**config.mk**
```make
export PLATFORM = sky130hd
export DESIGN_NAME = temp_disp_driver_flat
export DESIGN_NICKNAME = d
export VERILOG_FILES = /design/src/rtl/temp_disp_driver_if.sv /design/src/rtl/temp_disp_driver.sv /design/src/flat_wrapper.sv
export SDC_FILE = /design/constraint.sdc
export NUM_CORES = 1
export LEC_CHECK = 0
export ABC_AREA = 1
export CAP_MARGIN = 25
export CORE_MARGIN = 4
export CORE_UTILIZATION = 55
export DETAILED_ROUTE_END_ITERATION = 8
export PLACE_DENSITY = 0.76
export SLEW_MARGIN = 10
export SYNTH_ARGS = -nofsm -noshare
export SYNTH_HDL_FRONTEND = slang
export SYNTH_SLANG_ARGS = --single-unit
```
**constraint.sdc**
```tcl
create_clock -name SYSCLK -period 1.9 [get_ports SYSCLK]
set_clock_uncertainty 0.15 [all_clocks]
set_input_delay 0.285 -clock SYSCLK [delete_from_list [all_inputs] [get_ports SYSCLK]]
set_output_delay 0.285 -clock SYSCLK [all_outputs]
set_load 0.005 [all_outputs]
```
**src/rtl/temp_disp_driver_if.sv**
```systemverilog
// temp_disp_driver_if: temperature strobe input and 2-digit 7-segment display outputs
interface temp_disp_driver_if;
   logic       temp_valid;
   logic [7:0] temp_bin;
   logic       busy;
   logic       ovr;
   logic [1:0] disp;
   logic [7:0] dataSeg;
   modport master (output temp_valid, temp_bin, input busy, ovr, disp, dataSeg);
   modport slave  (input temp_valid, temp_bin, output busy, ovr, disp, dataSeg);
endinterface

```
**src/rtl/temp_disp_driver.sv**
```systemverilog
// temp_disp_driver: binary temperature to BCD via double-dabble, multiplexed 2-digit 7-segment drive
module temp_disp_driver #(
   parameter int unsigned REFRESH_DIV = 16
) (
   input logic                SYSCLK,
   input logic                RSTN,
   temp_disp_driver_if.slave  bus
);
   localparam logic [1:0]  IDLE   = 2'd0;
   localparam logic [1:0]  CONV   = 2'd1;
   localparam logic [1:0]  UPDATE = 2'd2;
   localparam logic [15:0] LAST   = 16'(REFRESH_DIV - 1);
   localparam logic [7:0]  DASH   = 8'h40;
   logic [1:0]  state;
   logic [7:0]  sh;
   logic [11:0] bcd;
   logic [11:0] bcd_adj;
   logic [2:0]  it;
   logic [7:0]  msb_q;
   logic [7:0]  lsb_q;
   logic        ovr_q;
   logic [15:0] cnt;
   logic [1:0]  disp_q;
   logic [1:0]  disp_nxt;
   logic        wrap;
   logic [7:0]  seg_q;
   function automatic logic [6:0] seg7(input logic [3:0] d);
      case (d)
         4'd0:    seg7 = 7'h3F;
         4'd1:    seg7 = 7'h06;
         4'd2:    seg7 = 7'h5B;
         4'd3:    seg7 = 7'h4F;
         4'd4:    seg7 = 7'h66;
         4'd5:    seg7 = 7'h6D;
         4'd6:    seg7 = 7'h7D;
         4'd7:    seg7 = 7'h07;
         4'd8:    seg7 = 7'h7F;
         4'd9:    seg7 = 7'h6F;
         default: seg7 = 7'h00;
      endcase
   endfunction
   function automatic logic [3:0] dabble(input logic [3:0] n);
      dabble = (n >= 4'd5) ? 4'(n + 4'd3) : n;
   endfunction
   // add-3 correction of every BCD nibble ahead of the shift
   always_comb begin
      bcd_adj = {dabble(bcd[11:8]), dabble(bcd[7:4]), dabble(bcd[3:0])};
   end
   // conversion FSM: capture, eight shift iterations, then load the display registers
   always_ff @(posedge SYSCLK or negedge RSTN) begin
      if (!RSTN) begin
         state <= IDLE;
         sh    <= '0;
         bcd   <= '0;
         it    <= '0;
         msb_q <= '0;
         lsb_q <= '0;
         ovr_q <= 1'b0;
      end else begin
         case (state)
            IDLE: begin
               if (bus.temp_valid) begin
                  sh    <= bus.temp_bin;
                  bcd   <= '0;
                  it    <= '0;
                  state <= CONV;
               end
            end
            CONV: begin
               {bcd, sh} <= {bcd_adj[10:0], sh, 1'b0};
               it        <= it + 3'd1;
               state     <= (it == 3'd7) ? UPDATE : CONV;
            end
            UPDATE: begin
               ovr_q <= (bcd[11:8] != 4'd0);
               msb_q <= (bcd[11:8] != 4'd0) ? DASH : (bcd[7:4] == 4'd0) ? 8'h00 : {1'b0, seg7(bcd[7:4])};
               lsb_q <= (bcd[11:8] != 4'd0) ? DASH : {1'b0, seg7(bcd[3:0])};
               state <= IDLE;
            end
            default: state <= IDLE;
         endcase
      end
   end
   // refresh divider and digit selection run free of the conversion FSM
   always_comb begin
      wrap     = (cnt == LAST);
      disp_nxt = wrap ? ~disp_q : disp_q;
   end
   // digit mux: segments follow the digit that disp selects on the same edge
   always_ff @(posedge SYSCLK or negedge RSTN) begin
      if (!RSTN) begin
         cnt    <= '0;
         disp_q <= 2'b01;
         seg_q  <= '0;
      end else begin
         cnt    <= wrap ? 16'd0 : cnt + 16'd1;
         disp_q <= disp_nxt;
         seg_q  <= disp_nxt[1] ? msb_q : lsb_q;
      end
   end
   assign bus.busy    = (state != IDLE);
   assign bus.ovr     = ovr_q;
   assign bus.disp    = disp_q;
   assign bus.dataSeg = seg_q;
endmodule

```
**src/flat_wrapper.sv**
```systemverilog
// flat-port wrapper written by rule: the top's interface ports become plain ports
module temp_disp_driver_flat 
#(
   parameter int unsigned REFRESH_DIV = 16
)
  (SYSCLK, RSTN, bus_temp_valid, bus_temp_bin, bus_busy, bus_ovr, bus_disp, bus_dataSeg);
  temp_disp_driver_if bus_i ();
  input logic SYSCLK;
  input logic RSTN;
  input wire logic [$bits(bus_i.temp_valid)-1:0] bus_temp_valid;
  input wire logic [$bits(bus_i.temp_bin)-1:0] bus_temp_bin;
  output wire logic [$bits(bus_i.busy)-1:0] bus_busy;
  output wire logic [$bits(bus_i.ovr)-1:0] bus_ovr;
  output wire logic [$bits(bus_i.disp)-1:0] bus_disp;
  output wire logic [$bits(bus_i.dataSeg)-1:0] bus_dataSeg;
  assign bus_i.temp_valid = bus_temp_valid;
  assign bus_i.temp_bin = bus_temp_bin;
  assign bus_busy = bus_i.busy;
  assign bus_ovr = bus_i.ovr;
  assign bus_disp = bus_i.disp;
  assign bus_dataSeg = bus_i.dataSeg;
  temp_disp_driver #(.REFRESH_DIV(REFRESH_DIV)) u_core (.SYSCLK(SYSCLK), .RSTN(RSTN), .bus(bus_i));
endmodule
```
Word-level counts from Yosys, hierarchy flattened. Memories as Yosys holds them, arrays and structs flattened. Cells that the tools add are included.

Memories kept: 2. Flip-flop bits (word level): 68. Bits in read-only memories: 224.

Order comparisons: 3. Reduce and logical (&&, ||, !) cells: 6. Bitwise logic cells: 1. Multiplexer cells: 18. Equality and inequality tests: 5. Add/subtract/negate cells: 5.

Memory list: (name not given) (words 16, bits a word 7, read ports 1, clocked after memory_dff 0, wr ports 0, RTL line temp_disp_driver.sv:28) `case (d)`; (name not given) (words 16, bits a word 7, read ports 1, clocked after memory_dff 0, wr ports 0, RTL line temp_disp_driver.sv:28).

Operators by type and width (count): 2-to-1 mux 8 bit (3); one-hot mux 12 bit (2 select lines) (1); adder 16 x 1 -> 16 bit, second input constant (1); equality test 16 x 4 -> 1 bit, second input constant (1); 2-to-1 mux 16 bit (1); one-hot mux 8 bit (2 select lines) (1); 2-to-1 mux 7 bit (2); greater-or-equal comparator 4 x 3 -> 1 bit, second input constant (3); 2-to-1 mux 12 bit (1); adder 4 x 2 -> 4 bit, second input constant (2); 2-to-1 mux 4 bit (2); 2-to-1 mux 2 bit (3); 2-to-1 mux 3 bit (2); one-hot mux 3 bit (2 select lines) (1); zero test 4 bit (1); one-hot mux 2 bit (2 select lines) (1); nonzero test 2 bit (2); nonzero test 4 bit (1); adder 3 x 1 -> 3 bit, second input constant (1); adder 3 x 2 -> 3 bit, second input constant (1); equality test 3 bit, second input constant (1); equality test 2 x 1 -> 1 bit, second input constant (1); equality test 2 bit, second input constant (1); zero test 2 bit (1); 3 further kinds (3).

Logic depth before layout (Yosys ltp). Gate-level depths: netlist of the first run.

Depth in word-level cells: 3. Mapped depth: 10. Mapped depth without buffers: 10.

Least setup slack after synthesis of the first run. OpenSTA, ideal clock, no wires.

Path kind: register -> register. Start: reg u_core.cnt[0]. End: reg u_core.seg_q[0] (netlist: u_core.bus.dataSeg[0]). Clock period less this slack: 1.454 ns. Stages on the path, launching flop included: 7. Data arrival time: 1.185 ns. Slack: 0.446 ns. Required time: 1.631 ns. Setup time: 0.119 ns. Cells stage by stage: dfrtp_1 > ha_1 > nand3_1 > nor2_2 > nand3_1 > nand3_1 > nand2_1.

Longest elaborated chain between the ends: 3.

RTL lines: from (decl) (RTL line temp_disp_driver.sv:22) `logic [15:0] cnt;`; from (signal assigned) (RTL line temp_disp_driver.sv:96) `cnt <= wrap ? 16'd0 : cnt + 16'd1;`; equality test 16 x 4 -> 1 bit (RTL line temp_disp_driver.sv:86) `wrap = (cnt == LAST);`; 2-to-1 mux 2 bit (RTL line temp_disp_driver.sv:87) `disp_nxt = wrap ? ~disp_q : disp_q;`; 2-to-1 mux 8 bit (RTL line temp_disp_driver.sv:98) `seg_q <= disp_nxt[1] ? msb_q : lsb_q;`; to (signal assigned) (RTL line temp_disp_driver.sv:98); to (decl) (RTL line temp_disp_driver.sv:26) `logic [7:0] seg_q;`.

No other way between the ends. A chain may end at the register's enable or synchronous reset.

Worst setup path in the final report of the first run.
Start: reg u_core.state[0]. End: out bus_busy.

Longest elaborated chain between the ends: 1.

RTL lines: from (decl) (RTL line temp_disp_driver.sv:14) `logic [1:0] state;`; from (signal assigned) (RTL line temp_disp_driver.sv:72) `state <= (it == 3'd7) ? UPDATE : CONV;`; nonzero test 2 bit (RTL line temp_disp_driver.sv:101) `assign bus.busy = (state != IDLE);`; to (decl) (RTL line flat_wrapper.sv:12) `output wire logic [$bits(bus_i.busy)-1:0] bus_busy;`.

No other way between the ends.

==> flow_metrics.env, run 1 <==
export IMPL_outcome="completed"
export IMPL_syn_num_nets=418
export IMPL_syn_instance_count=390
export IMPL_drc_errors=0
export IMPL_powerDensity_mw_per_mm2=1366
export IMPL_num_rows=27
export IMPL_cts_buffers=9
export IMPL_postLayoutCoreUtil=0.6744
export IMPL_clk_pin_slew_ns=0.08
export IMPL_rsz0062_at_grt="false"
export IMPL_cts_sinks=65
export IMPL_yosys_warnings=0
export IMPL_finalCritPeriodShare=0.9616
export IMPL_antenna_found_initial=0
export IMPL_critPathSlowestCell="dfrtp_2"
export IMPL_drtAntennaViolNets=0
export IMPL_boundaryPins=23
export IMPL_cp_end_kind="primary output"
export IMPL_portBuffers=21
export IMPL_drv_cap=0
export IMPL_hold_viol=0
export IMPL_setup_viol=0
export IMPL_yosysSeqAreaShare=0.4977
export IMPL_cp_required_ns=1.46
export IMPL_place_hpwl_um=4248
export IMPL_avgRoutedWirePerCell_um=12.19
export IMPL_h_tree_depth=3
export IMPL_grt_max_degree=66
export IMPL_synth_area_mm2=0.003271
export IMPL_cp_start_kind="register"
export IMPL_synth_seq_cells=65
export IMPL_crit_chain="nor2_2 -> inv_1 -> clkdlybuf4s50_1"
export IMPL_leakage_nw=1.982
export IMPL_start_util=0.5797
export IMPL_nets=450
export IMPL_antenna_cells=0
export IMPL_dp_cells=480
export IMPL_final_cells=499
export IMPL_routed_via_density=5.202
export IMPL_critPathKind="reg2out"
export IMPL_syn_area_per_cell_um2=8.386
export IMPL_dieHeight_um=85.12
export IMPL_detail_route_first_pass_iterations=4
export IMPL_drive_gt1_frac=0.08431
export IMPL_cts_tree="built"
export IMPL_cpPeakStageDelay_ns=0.44
export IMPL_hold_path_class="in2async"
export IMPL_grt_first_pass_wirelength_um=10520
export IMPL_ir_worst_vdd_uv=758.1
export IMPL_core_mm2=0.005642
export IMPL_setup_tns_ns=0
export IMPL_gp_congestion=0.9285
export IMPL_vias=2596
export IMPL_r2r_start="u_core.cnt[0]"
export IMPL_wl_um=6084
export IMPL_critPathLaunch="u_core.state[0]"
export IMPL_grt_pass1_vias=2405
export IMPL_synth_cell_types=27
export IMPL_cp_max_fo=5
export IMPL_drv_slew=0
export IMPL_cts_root_buf="clkbuf_8"
export IMPL_clk_latency_ns=0.34
export IMPL_area_delta_synth_final_pct=16.34
export IMPL_cts_buffer_depth=2
export IMPL_max_freq_mhz=547.3
export IMPL_layout_min_cycle_time_ns=1.827
export IMPL_grt_use_total=0.1823
export IMPL_drt_first_iter_violations=105
export IMPL_grt_overflow_total=0
export IMPL_dieArea_mm2=0.007245
export IMPL_n_fill_cell=472
export IMPL_die_w_um=85.12
export IMPL_cp_arrival_ns=1.39
## cell type report
cell class                 count  area, um2  share of cell area
tap                           72      90.09             0.02368
multi-input combinational    270       1426              0.3749
inverter                      48      180.2             0.04735
timing repair buffer          28      272.8             0.07169
sequential                    65       1629              0.4281
clock inverter                 4      51.30             0.01348
clock buffer                  12      155.1             0.04078
## power by group
| group | internal (W) | switching, W | total (W) |
|---|---|---|---|
| Sequential | 0.00178 | 0.000298 | 0.00208 |
| Clock | 0.000678 | 0.000531 | 0.00121 |
| Combinational | 0.000796 | 0.00111 | 0.00191 |
## synthesized netlist by cell type
library cell	instances	area share
inv_2	2	0.0023
nand2_1	84	0.096
o21bai_1	2	0.0046
xor2_1	7	0.019
o21ai_0	34	0.052
nor2_4	2	0.0069
buf_2	4	0.0061
a32o_1	1	0.0031
nor2_1	43	0.049
nor3_1	5	0.0076
o22ai_1	8	0.015
nor2_2	1	0.0019
dfrtp_1	64	0.49
nor3_4	1	0.0050
dfstp_2	1	0.0080
nand2_2	4	0.0076
conb_1	1	0.0011
inv_1	46	0.053
ha_1	17	0.065
buf_4	2	0.0046
nand4_1	2	0.0038
a21oi_1	21	0.032
xnor2_1	3	0.0080
clkbuf_1	1	0.0011
a22o_1	3	0.0080
nand3_1	30	0.046
o21ai_2	1	0.0027
## repair_timing
action | in CTS | in global routing
resized for setup | 0 | 2
hold buffers | 1 | 0
endpoints found under the setup margin | 0 | 1
setup buffers | 0 | 2
hold endpoints to repair | 64 | 0
## state kept, by name, indices dropped and copies added, names as in the netlist
register / count
u_core.cnt: 16
u_core.bcd: 12
u_core.sh: 8
u_core.bus.dataSeg: 7
u_core.lsb_q: 7
u_core.msb_q: 7
u_core.it: 3
u_core.bus.disp: 2
u_core.state: 2
u_core.bus.ovr: 1
## routing by layer
layer,track usage,vias to the layer above,wire [um]
met3,0.03495,9,274
met1,0.2311,1210,2801
li1,-,1320,-
met4,0.1007,0,109
met5,0,-,0
met2,0.2931,57,2898
## placed cells by master, fill, tap and decap left out, drive strengths merged
master	instances
ha	17
bufinv	1
o22ai	8
dfrtp	64
o21ai	35
xor2	7
clkinvlp	1
nor3	6
nand3	30
nand2	88
conb	1
clkbuf	12
clkdlybuf4s50	20
clkinv	2
a22o	3
a32o	1
xnor2	3
nor2	46
a21oi	21
dlygate4sd3	1
dfstp	1
buf	7
inv	48
nand4	2
o21bai	2
## metrics by stage
step	total power, W	worst slack [ns]	hold slack (ns)	area [um2]
final	0.005196	0.07291	0.3167	3805
after global placement	0.003929	0.3150	0.1721	3570
after detailed placement	0.003977	0.2816	0.1775	3570
after global routing	0.005650	0.005359	0.3427	3805
after floorplan	0.003447	0.4456	-0.1606	3271
after CTS	0.005205	0.004131	0.3222	3786
## worst max-delay path: cells and delay by family, from the launching register on
kind	cells	cell delay, ns
buffers and inverters	2	0.49
flip-flops	1	0.44
AND/OR/NAND/NOR	1	0.13
## path summary, 6_finish.rpt
check                                         to  slack, ns  cells past startpoint
setup reg to reg           u_core.bus.dataSeg[5]       0.28                      6
hold / removal                     u_core.cnt[8]       0.32                      3
setup / recovery                        bus_busy       0.07                      3
hold reg to reg                    u_core.cnt[0]       0.32                      1
min in group SYSCLK                u_core.cnt[0]       0.32                      1
max in group asynchronous     u_core.bus.disp[0]       0.96                      3
## cell families after synthesis
group / synth area share
AOI/OAI and AO/OA: 0.1178
xor gates and xnor gates: 0.02678
DFF: 0.4977
and+or+nand+nor: 0.2246
buffers and inverters: 0.06695
adders and majority gates: 0.06503
other: 0.001147
Power figures use the tool's default switching activity.
==> run 2: changes to the inputs <==
--- a/config.mk
+++ b/config.mk
@@ -8,9 +8,9 @@
 export ABC_AREA = 1
 export CAP_MARGIN = 25
 export CORE_MARGIN = 4
-export CORE_UTILIZATION = 55
+export CORE_UTILIZATION = 41
 export DETAILED_ROUTE_END_ITERATION = 8
-export PLACE_DENSITY = 0.76
+export PLACE_DENSITY = 0.6
 export SLEW_MARGIN = 10
 export SYNTH_ARGS = -nofsm -noshare
 export SYNTH_HDL_FRONTEND = slang
==> run 2 against run 1 <==
Design area fell by 0.36%. Die area rose by 31%. Flip-flop and latch count did not move. Fmax rose by 0.13%. Sequential power barely moved. Setup slack improved by 0.0023 ns. Final cell count rose by 5.8%. Hold slack got worse by 0.0084 ns.
==> flow_metrics.env, run 2 (synthesis gave the netlist of run 1 again) <==
export IMPL_vias=2543
export IMPL_dieArea_mm2=0.009470
export IMPL_grt_use_total=0.1405
export IMPL_cp_required_ns=1.46
export IMPL_cp_max_fo=5
export IMPL_cts_sinks=65
export IMPL_hold_path_end="u_core.cnt[0]"
export IMPL_cp_start_kind="register"
export IMPL_grt_pass1_vias=2413
export IMPL_leakage_nw=1.957
export IMPL_final_common_cell="nand2_1"
export IMPL_antenna_cells=0
export IMPL_r2r_start="u_core.bcd[1]"
export IMPL_area_delta_synth_final_pct=15.91
export IMPL_drv_slew=0
export IMPL_core_mm2=0.007727
export IMPL_cts_tree="built"
export IMPL_n_fill_cell=719
export IMPL_largest_register="u_core.cnt"
export IMPL_setup_tns_ns=0
export IMPL_grt_first_pass_wirelength_um=10840
export IMPL_place_hpwl_um=4406
export IMPL_routed_via_density=4.816
export IMPL_nets=449
export IMPL_avgRoutedWirePerCell_um=11.82
export IMPL_drv_cap=0
export IMPL_cts_buffers=9
export IMPL_hold_path_class="reg2reg"
export IMPL_reg_top3="u_core.cnt: 16 flops, u_core.bcd: 12 flops, u_core.sh: 8 flops"
export IMPL_comb_power_share=0.380
export IMPL_r2r_end="u_core.bcd[2]"
export IMPL_rsz0062_at_grt="false"
export IMPL_detail_route_first_pass_iterations=5
export IMPL_cts_root_buf="clkbuf_8"
export IMPL_multi_input_area_mm2=0.001426
export IMPL_hp_start="u_core.cnt[0]"
export IMPL_powerDensity_mw_per_mm2=1311
export IMPL_layout_min_cycle_time_ns=1.825
export IMPL_drt_first_iter_violations=154
export IMPL_seq_area_mm2=0.001629
export IMPL_ff2ff_path_depth=7
export IMPL_h_tree_depth=3
export IMPL_ir_worst_vdd_uv=830.4
export IMPL_switchingPower_w=0.001940
export IMPL_critPathKind="reg2out"
export IMPL_hold_viol=0
export IMPL_start_util=0.4233
export IMPL_clk_latency_ns=0.34
export IMPL_gp_congestion=0.8405
export IMPL_antenna_found_initial=0
export IMPL_num_rows=32
export IMPL_drc_errors=0
export IMPL_portBuffers=21
export IMPL_ff2ff_setup_slack_ns=0.23
export IMPL_cp_end_kind="primary output"
export IMPL_setup_viol=0
export IMPL_drive_gt1_frac=0.08216
export IMPL_p_int_w=0.003030
export IMPL_p_seq_frac=0.422
export IMPL_grt_max_degree=66
export IMPL_drtAntennaViolNets=0
export IMPL_postLayoutCoreUtil=0.4906
export IMPL_grt_overflow_total=0
export IMPL_finalCritPeriodShare=0.9604
export IMPL_outcome="completed"
export IMPL_holdPathStages=1
export IMPL_cts_buffer_depth=2
export IMPL_final_cell_mix="nand2_1, dfrtp_1, inv_1, nor2_1, o21ai_0"
export IMPL_cp_arrival_ns=1.39
export IMPL_dieHeight_um=97.32
export IMPL_boundaryPins=23
export IMPL_p_sw_frac=0.3904
export IMPL_die_w_um=97.32
export IMPL_largest_reg_flops=16
export IMPL_max_freq_mhz=548.0
export IMPL_p_clk_frac=0.198
export IMPL_clk_pin_slew_ns=0.07
export IMPL_wl_um=6239
## run 2: cell types whose count changed in the layout (fill, tap and decap cells not counted)
| cell | previous run | this run |
|---|---|---|
| clkinv_4 | 1 | 0 |
| clkinvlp_4 | 1 | 2 |
| clkinv_2 | 1 | 4 |
| bufinv_16 | 1 | 0 |
| clkbuf_8 | 11 | 9 |
| buf_4 | 5 | 4 |
## run 2: worst max-delay path by stage
| stage | slack, ns | start | cells after the start | end |
|---|---|---|---|---|
| floorplan | 0.45 | u_core.cnt[0] | 6 | u_core.bus.dataSeg[0] |
| global placement | 0.29 | bus_temp_valid | 6 | u_core.bcd[7] |
| detailed placement | 0.27 | bus_temp_valid | 6 | u_core.bcd[7] |
| CTS | 0.002 | u_core.state[0] | 3 | bus_busy |
| global route | 0.01 | u_core.state[0] | 3 | bus_busy |
| finish | 0.08 | u_core.state[0] | 3 | bus_busy |
## run 2: final cells by class
type / instances / area share
sequential: 65 / 0.4297
multi-input combinational: 270 / 0.3762
timing repair buffer: 27 / 0.06997
inverter: 48 / 0.04752
clock buffer: 10 / 0.03366
tap: 102 / 0.03366
clock inverter: 6 / 0.009241
## run 2: stage by stage
step | hold WS, ns | total power (W) | instances | setup WS, ns | cell area (um2)
2_1_floorplan | -0.1606 | 0.003447 | 390 | 0.4456 | 3271
3_3_place_gp | 0.1784 | 0.003955 | 510 | 0.2875 | 3607
3_5_place_dp | 0.1808 | 0.004003 | 510 | 0.2731 | 3607
4_1_cts | 0.3131 | 0.005016 | 527 | 0.002165 | 3780
5_1_grt | 0.3454 | 0.005453 | 528 | 0.01048 | 3791
6_report | 0.3083 | 0.004970 | 528 | 0.07525 | 3791
## run 2: power groups by stage
stage | Sequential [W] | Clock, W | Combinational (W)
finish | 0.00210 | 0.000984 | 0.00189
global route | 0.00214 | 0.00109 | 0.00222
CTS | 0.00209 | 0.00103 | 0.00189
detailed placement | 0.00212 | 0 | 0.00189
global placement | 0.00210 | 0 | 0.00185
floorplan | 0.00202 | 0 | 0.00142
## run 2: routing by layer
metal	part of all wire	global-route usage	up-vias
met3	0.048	0.04594	12
met1	0.48	0.1781	1158
li1	-	-	1322
met4	0.018	0.05644	0
met2	0.45	0.2224	51
met5	0	0	-
## run 2: worst max-delay path: stages, from the launching register on
cell and delay [ns]:
dfrtp_2 0.44, nor2_2 0.13, inv_1 0.05, clkdlybuf4s50_1 0.44
## run 2: what timing repair did
item / in CTS / in global routing
hold buffers: 1 / 0
setup buffers: 0 / 1
gates resized for setup: 0 / 2
endpoints found under the setup margin: 0 / 1
endpoints found under the hold margin: 64 / 0
